## src/rtl/fx3_gpif_rx_pkg.sv

```systemverilog
// Shared definitions for the FX3 GPIF II receive path: pin-bundle bit map,
// bus widths and the per-cycle receive event decode.
package fx3_gpif_rx_pkg;

  localparam int unsigned FX3_DQ_W   = 16;
  localparam int unsigned FX3_PIN_W  = 23;

  localparam int unsigned FX3_DQ_LSB      = 0;
  localparam int unsigned FX3_DQ_MSB      = 15;
  localparam int unsigned FX3_WRN_BIT     = 16;
  localparam int unsigned FX3_RDN_BIT     = 17;
  localparam int unsigned FX3_FLB_BIT     = 18;
  localparam int unsigned FX3_PENDN_BIT   = 19;
  localparam int unsigned FX3_ADDR1_BIT   = 20;
  localparam int unsigned FX3_MEMCLK_BIT  = 21;
  localparam int unsigned FX3_MEMDO_BIT   = 22;

  typedef enum logic [1:0] {
    EV_NONE,
    EV_CFG,
    EV_DATA,
    EV_ZLP
  } rx_evt_e;

  // A ZLP is only the falling edge of PENDn while no write strobe is active,
  // so a PENDn held low across several cycles is counted once.
  function automatic rx_evt_e rx_decode(input logic en,
                                        input logic wr_n_q,
                                        input logic pend_n_q,
                                        input logic pend_n_qq,
                                        input logic addr1_q);
    rx_evt_e ev;
    ev = EV_NONE;
    if (en) begin
      if (!wr_n_q)
        ev = addr1_q ? EV_CFG : EV_DATA;
      else if (!pend_n_q && pend_n_qq)
        ev = EV_ZLP;
    end
    return ev;
  endfunction

endpackage

```

## src/rtl/fx3_gpif_rx_fifo.sv

```systemverilog
// Show-ahead synchronous FIFO; full/empty derived from an occupancy counter,
// output holds the last popped word while empty.
module fx3_sync_fifo #(
  parameter int unsigned DW    = 17,
  parameter int unsigned DEPTH = 16
) (
  input  logic                     clk,
  input  logic                     rst,
  input  logic                     i_push,
  input  logic [DW-1:0]            i_din,
  input  logic                     i_pop,
  output logic [DW-1:0]            o_dout,
  output logic                     o_valid,
  output logic [$clog2(DEPTH):0]   o_level,
  output logic [$clog2(DEPTH):0]   o_level_next,
  output logic                     o_drop
);

  localparam int unsigned AW = $clog2(DEPTH);
  localparam int unsigned LW = AW + 1;

  logic [DW-1:0] r_mem [DEPTH];
  logic [AW-1:0] r_wr_ptr;
  logic [AW-1:0] r_rd_ptr;
  logic [LW-1:0] r_level;
  logic [DW-1:0] r_hold;

  logic          w_empty;
  logic          w_full;
  logic          w_rd;
  logic          w_wr;
  logic [LW-1:0] w_level_next;

  assign w_empty = (r_level == '0);
  assign w_full  = (r_level == LW'(DEPTH));
  assign w_rd    = i_pop & ~w_empty;
  // When full, a push is only accepted if a pop frees the head slot this cycle.
  assign w_wr    = i_push & (~w_full | w_rd);

  always_comb begin
    w_level_next = r_level;
    unique case ({w_wr, w_rd})
      2'b10:   w_level_next = r_level + LW'(1);
      2'b01:   w_level_next = r_level - LW'(1);
      default: w_level_next = r_level;
    endcase
  end

  always_ff @(posedge clk) begin
    if (w_wr)
      r_mem[r_wr_ptr] <= i_din;
  end

  always_ff @(posedge clk) begin
    if (rst) begin
      r_wr_ptr <= '0;
      r_rd_ptr <= '0;
      r_level  <= '0;
      r_hold   <= '0;
    end else begin
      if (w_wr)
        r_wr_ptr <= r_wr_ptr + AW'(1);
      if (w_rd) begin
        r_rd_ptr <= r_rd_ptr + AW'(1);
        r_hold   <= r_mem[r_rd_ptr];
      end
      r_level <= w_level_next;
    end
  end

  assign o_dout       = w_empty ? r_hold : r_mem[r_rd_ptr];
  assign o_valid      = ~w_empty;
  assign o_level      = r_level;
  assign o_level_next = w_level_next;
  assign o_drop       = i_push & w_full & ~w_rd;

endmodule

```

## src/rtl/fx3_gpif_rx.sv

```systemverilog
// FX3 GPIF II receive path: registered pin sampling, config/data/ZLP decode,
// packet FIFO to a valid/ready stream and the FL_A space flag back to FX3.
module fx3_gpif_rx
  import fx3_gpif_rx_pkg::*;
#(
  parameter int unsigned DW     = FX3_DQ_W,
  parameter int unsigned DEPTH  = 16,
  parameter int unsigned AF_LVL = 4
) (
  input  logic                   clk,
  input  logic                   rst,
  input  logic                   en,
  input  logic [DW-1:0]          dq_in,
  input  logic                   wr_n,
  input  logic                   pend_n,
  input  logic                   addr1,
  output logic                   fl_a,
  output logic [DW-1:0]          m_data,
  output logic                   m_last,
  output logic                   m_valid,
  input  logic                   m_ready,
  output logic [DW-1:0]          cfg_data,
  output logic                   cfg_stb,
  output logic                   zlp_stb,
  output logic [$clog2(DEPTH):0] level,
  output logic [15:0]            pkt_cnt,
  output logic                   ovf_err
);

  localparam int unsigned LW = $clog2(DEPTH) + 1;
  localparam logic [LW-1:0] FL_THR = LW'(DEPTH - AF_LVL - 1);

  logic [DW-1:0] r_dq_q;
  logic          r_wr_n_q;
  logic          r_pend_n_q;
  logic          r_pend_n_qq;
  logic          r_addr1_q;

  logic [DW-1:0] r_cfg_data;
  logic          r_cfg_stb;
  logic          r_zlp_stb;
  logic [15:0]   r_pkt_cnt;
  logic          r_ovf_err;
  logic          r_fl_a;

  rx_evt_e       w_evt;
  logic          w_push;
  logic          w_pop;
  logic          w_valid;
  logic          w_drop;
  logic [DW:0]   w_din;
  logic [DW:0]   w_dout;
  logic [LW-1:0] w_level;
  logic [LW-1:0] w_level_next;

  always_comb begin
    w_evt = rx_decode(en, r_wr_n_q, r_pend_n_q, r_pend_n_qq, r_addr1_q);
  end

  assign w_push = (w_evt == EV_DATA);
  assign w_pop  = w_valid & m_ready;
  assign w_din  = {~r_pend_n_q, r_dq_q};

  fx3_sync_fifo #(
    .DW    (DW + 1),
    .DEPTH (DEPTH)
  ) u_fifo (
    .clk          (clk),
    .rst          (rst),
    .i_push       (w_push),
    .i_din        (w_din),
    .i_pop        (w_pop),
    .o_dout       (w_dout),
    .o_valid      (w_valid),
    .o_level      (w_level),
    .o_level_next (w_level_next),
    .o_drop       (w_drop)
  );

  always_ff @(posedge clk) begin
    if (rst) begin
      r_dq_q      <= '0;
      r_wr_n_q    <= 1'b1;
      r_pend_n_q  <= 1'b1;
      r_pend_n_qq <= 1'b1;
      r_addr1_q   <= 1'b0;
      r_cfg_data  <= '0;
      r_cfg_stb   <= 1'b0;
      r_zlp_stb   <= 1'b0;
      r_pkt_cnt   <= '0;
      r_ovf_err   <= 1'b0;
      r_fl_a      <= 1'b0;
    end else begin
      r_dq_q      <= dq_in;
      r_wr_n_q    <= wr_n;
      r_pend_n_q  <= pend_n;
      r_pend_n_qq <= r_pend_n_q;
      r_addr1_q   <= addr1;

      r_cfg_stb <= (w_evt == EV_CFG);
      if (w_evt == EV_CFG)
        r_cfg_data <= r_dq_q;

      r_zlp_stb <= (w_evt == EV_ZLP);
      if ((w_evt == EV_ZLP) || ((w_evt == EV_DATA) && !r_pend_n_q))
        r_pkt_cnt <= r_pkt_cnt + 16'd1;

      if (w_drop)
        r_ovf_err <= 1'b1;

      r_fl_a <= (w_level_next <= FL_THR);
    end
  end

  assign fl_a     = r_fl_a;
  assign m_data   = w_dout[DW-1:0];
  assign m_last   = w_dout[DW];
  assign m_valid  = w_valid;
  assign cfg_data = r_cfg_data;
  assign cfg_stb  = r_cfg_stb;
  assign zlp_stb  = r_zlp_stb;
  assign level    = w_level;
  assign pkt_cnt  = r_pkt_cnt;
  assign ovf_err  = r_ovf_err;

endmodule
```

## config.mk

```make
export PLATFORM = sky130hd
export DESIGN_NAME = fx3_gpif_rx
export DESIGN_NICKNAME = d
export VERILOG_FILES = /design/src/rtl/fx3_gpif_rx_pkg.sv /design/src/rtl/fx3_gpif_rx_fifo.sv /design/src/rtl/fx3_gpif_rx.sv
export SDC_FILE = /design/constraint.sdc
export NUM_CORES = 1
export LEC_CHECK = 0
export ABC_AREA = 1
export CAP_MARGIN = 20
export CORE_ASPECT_RATIO = 0.8
export CORE_MARGIN = 2
export CORE_UTILIZATION = 40
export CTS_CLUSTER_DIAMETER = 150
export DETAILED_ROUTE_END_ITERATION = 10
export PLACE_DENSITY = 0.58
export SKIP_LAST_GASP = 1
export SYNTH_ARGS = -nofsm -noshare
export SYNTH_HDL_FRONTEND = slang
export SYNTH_SLANG_ARGS = --single-unit
export TNS_END_PERCENT = 30
```

## constraint.sdc

```tcl
create_clock -name clk -period 3.3 [get_ports clk]
set_clock_uncertainty 0.1 [all_clocks]
set_input_delay 0.99 -clock clk [delete_from_list [all_inputs] [get_ports clk]]
set_output_delay 0.99 -clock clk [all_outputs]
set_load 0.01 [all_outputs]
```

==> implementation parameters <==
Parameter                              Value

Outcome
  Result of the run    finished with violations
  Failing checks    negative setup slack

Timing
  Min setup slack post-route    -0.1272 ns
  Final hold vios    0
  Slew of the pin with the lowest slew margin    between 0.8 and 0.9 ns
  Final count of negative-setup-slack endpoints    14
  Highest Clock Rate    291.8 MHz
  Final max-slew violation count    0
  Final critical-path share of the clock period    1.039
  Slew HR    0.4436
  Clock period minus final worst setup slack    between 3 and 4 ns
  Setup repair after global routing missed its margin    yes

Drt
  Routed wire length    between 30,000 and 40,000 µm
  WL per Instance    around 21 µm
  Via density per instance    between 5 and 6
  Starting DRC count in detailed routing    797
  Total number of vias    roughly 9,800
  Number of DRC violations after detailed routing    0
  First-pass detailed-route iteration total    5
  Number of nets with antenna violations after routing    0

Die
  Die H    175.8 µm
  Core Region    0.03615 mm²
  Cell row count    between 60 and 70
  I/O pin count    a little over 80
  Overall die width    approximately 220 µm
  Initial core utilization    0.4083
  Area enclosed by the die boundary    approximately 0.038 mm²

Placement
  Placed insts    approximately 1,800
  Placed wire-length estimate    between 20,000 and 25,000 µm
  Count of buffers from port buffering    ~80
  Routability congestion estimate    approximately 0.87

Setup path
  Endpoint kind of the worst setup timing path    output port
  Setup CP Type    flop to output port
  Crit path DAT    roughly 2.3 ns
  Type of origin of the critical path    flop
  Reg-to-reg setup timing slack    around 0.05 ns
  Largest fanout on the critical path    13
  Depth of the worst register-to-register path    21
  Most used cell along the critical path    nand2_1
  Crit-path leading delay family    buffers and inverters
  Slowest-stage cell, CP    dfxtp_4
  R2r endpoint    u_fifo.r_hold[6]
  Series of cell instances along the critical path    buf_6 > mux2i_1 > o21ai_1 > o211ai_1 > nand2_1 > nand2_1 > o21ai_2 > dlygate4sd2_1
  Biggest cell delay along the critical path    approximately 0.47 ns
  Number of buffers and inverters on the critical path    2
  Critical path required time    between 2 and 2.5 ns

Synth
  Post-synthesis xor/xnor area fraction    0.001187
  Post-synth cell types    47
  Simple logic cell fraction of the synthesized area    0.06383
  Fraction of the mapped netlist area in adder cells    0.005934
  Gate Count Post-Synth    approximately 1,200
  Synth Net Count    between 1,000 and 1,500
  Mean area per synthesized cell    between 10 and 15 µm²
  Post-synthesis sequential area ratio    0.6754
  Synthesis warning total    0
  Area fraction in compound gates after synthesis    0.1361
  Synth Cell Area    between 0.01 and 0.015 mm²
  Combinational family with the most area after synthesis    compound AO/OA/AOI/OAI gates
  Share of cell area taken by muxes after synthesis    0.04611
  Number of flip-flops and latches in the synthesized netlist    roughly 360

Global route
  Vias in the first global route    9,690
  Initial antenna violation count    3
  Maximum number of pins on one net before global-route repair    51
  Global routing usage summed across all routing layers    0.2052
  Overflow left after global routing    0
  Wire length of the first global-routing pass    58,530 µm

CTS
  Number of levels the H-tree was split into    2
  Clock transition at the registers of the reported paths    about 0.060 ns
  CTS Buffer Depth    3
  Num CTS Buffers    35
  Clock insertion delay at the later pin of the skew report    roughly 0.53 ns
  Total number of clock tree sinks    362
  Clock tree from TritonCTS    yes
  CTS root buffer    clkbuf_16
  Number of buffers inserted by hold repair at cts    0

Cells and area
  Layout cells sized above 1    0.2007
  Footprint of the flip-flops and latches    approximately 0.01 mm²
  Leading cell types in the layout, fill and taps excluded    edfxtp_1, inv_1, a21oi_1
  Nets    between 1,000 and 1,500
  Filler Cell Count    3,133
  Multi-input gate area in the final layout    between 0.003 and 0.004 mm²
  Most frequent standard cell in the layout excluding fill and tap cells    edfxtp_1
  Final Instance Count excl. Fillers    1,891
  Layout overhead on the synthesized area    25.92%

Power
  IR Drop Worst-Case VDD    about 0.00039 V
  Power Dens Cells    roughly 800 mW/mm²
  Total power consumption of the routed design    around 15,000 µW
  P_leak    0.006828 µW

Min path
  Worst-case hold path end point    cfg_data[11]
  Number of cells on the worst hold path    2
  Kind of path behind the tightest hold check    flop to flop
  Startpoint of the tightest hold check path    cfg_data[11]

Flow run
  Max capacitance violation total    0
==> cells in the mapped netlist, drive strengths merged <==
cell / number / area (µm²)
o211ai: 68 / 510.5
edfxtp: 272 / 8168
or2: 2 / 12.51
o31ai: 1 / 7.510
buf: 28 / 232.7
dfxtp: 90 / 1802
nor2: 60 / 265.3
o21ai: 145 / 782.0
a21oi: 126 / 671.9
xor2: 1 / 8.760
nand3b: 1 / 7.510
nor3: 6 / 35.03
inv: 174 / 658.1
nand3: 40 / 227.7
nor3b: 3 / 27.52
nand2: 77 / 316.5
ha: 7 / 87.58
o21a: 2 / 15.01
clkbuf: 39 / 155.1
xnor2: 1 / 8.760
nor4: 1 / 6.260
o22ai: 2 / 12.51
nand4: 5 / 43.79
o211a: 1 / 10.01
mux2i: 68 / 680.7
clkinv: 2 / 7.510
==> state kept, by name, summed over array words and instances (netlist names), named ones only <==
register         flops
u_fifo.r_mem       272
u_fifo.r_hold       17
cfg_data            16
pkt_cnt             16
r_dq_q              16
u_fifo.o_level       5
u_fifo.r_rd_ptr      4
u_fifo.r_wr_ptr      4
cfg_stb              1
fl_a                 1
ovf_err              1
r_addr1_q            1
r_pend_n_q           1
r_pend_n_qq          1
r_wr_n_q             1
zlp_stb              1
==> where the power goes <==
| group | total, µW | internal, µW | switching [µW] |
|---|---|---|---|
| combinational | 5470 | 2570 | 2890 |
| clock | 4140 | 2420 | 1720 |
| sequential | 5280 | 5080 | 191 |
==> cell families after synthesis <==
| logic type | Yosys count |
|---|---|
| buf+inv | 243 |
| compound gates | 345 |
| mux | 68 |
| flops | 362 |
| simple gates | 195 |
| xor+xnor | 2 |
| fa+ha+maj | 7 |
==> worst register-to-register path: cells and delay by family (launching register included) <==
kind | cells | cell delay (ns)
AOI/OAI and AO/OA | 3 | 0.35
and+or+nand+nor | 1 | 0.15
muxes | 1 | 0.17
buffers and inverters | 16 | 1.92
DFF | 1 | 0.47
==> stage by stage <==
step	setup TNS, ns	instance area [µm²]	hold WS (ns)	util	setup WS [ns]
detailed placement	0	16650	0.3418	0.4605	0.01555
finish	-0.8447	18590	0.3510	0.5142	-0.1272
global route	-2.938	18580	0.3706	0.5141	-0.2042
global placement	-0.01043	16650	0.3353	0.4605	-0.01043
CTS	-2.097	18500	0.3559	0.5117	-0.1746
floorplan	0	14760	0.3362	-	0.5600
==> worst max path at each step <==
stage / start / to / slack [ns] / cells past startpoint
3_3_place_gp: flop / m_data[2] / -0.01 / 8
5_1_grt: flop / m_data[6] / -0.20 / 9
6_report: flop / m_data[0] / -0.13 / 8
3_5_place_dp: flop / m_data[2] / 0.02 / 8
4_1_cts: flop / m_data[2] / -0.17 / 9
2_1_floorplan: en / u_fifo.r_mem[11][0] / 0.56 / 4
==> metal layers <==
layer,vias to the layer above,track usage,share of wire
met2,298,0.3137,0.44
met4,0,0.05518,0.022
li1,4662,-,-
met3,52,0.03723,0.073
met5,-,0,0
met1,4828,0.3006,0.46
==> what timing repair did <==
| action | in CTS | in global routing |
|---|---|---|
| pin swaps | 18 | 25 |
| buffers inserted | 29 | 8 |
| gates resized for setup | 94 | 44 |
| setup endpoints to repair | 17 | 19 |
| endpoints found under the hold margin | 0 | 0 |
| cloned | 10 | 1 |
==> layout make-up <==
type / count / share of cell area
clock buffers: 43 / 0.05264
clock inverters: 20 / 0.01037
well taps: 480 / 0.03231
repair buffers: 192 / 0.1228
inverters: 176 / 0.03608
flip-flops and latches: 362 / 0.5368
multi-input cells: 617 / 0.2089
diodes: 1 / 0.0001346
No activity file was read; power rests on OpenSTA's default activity.
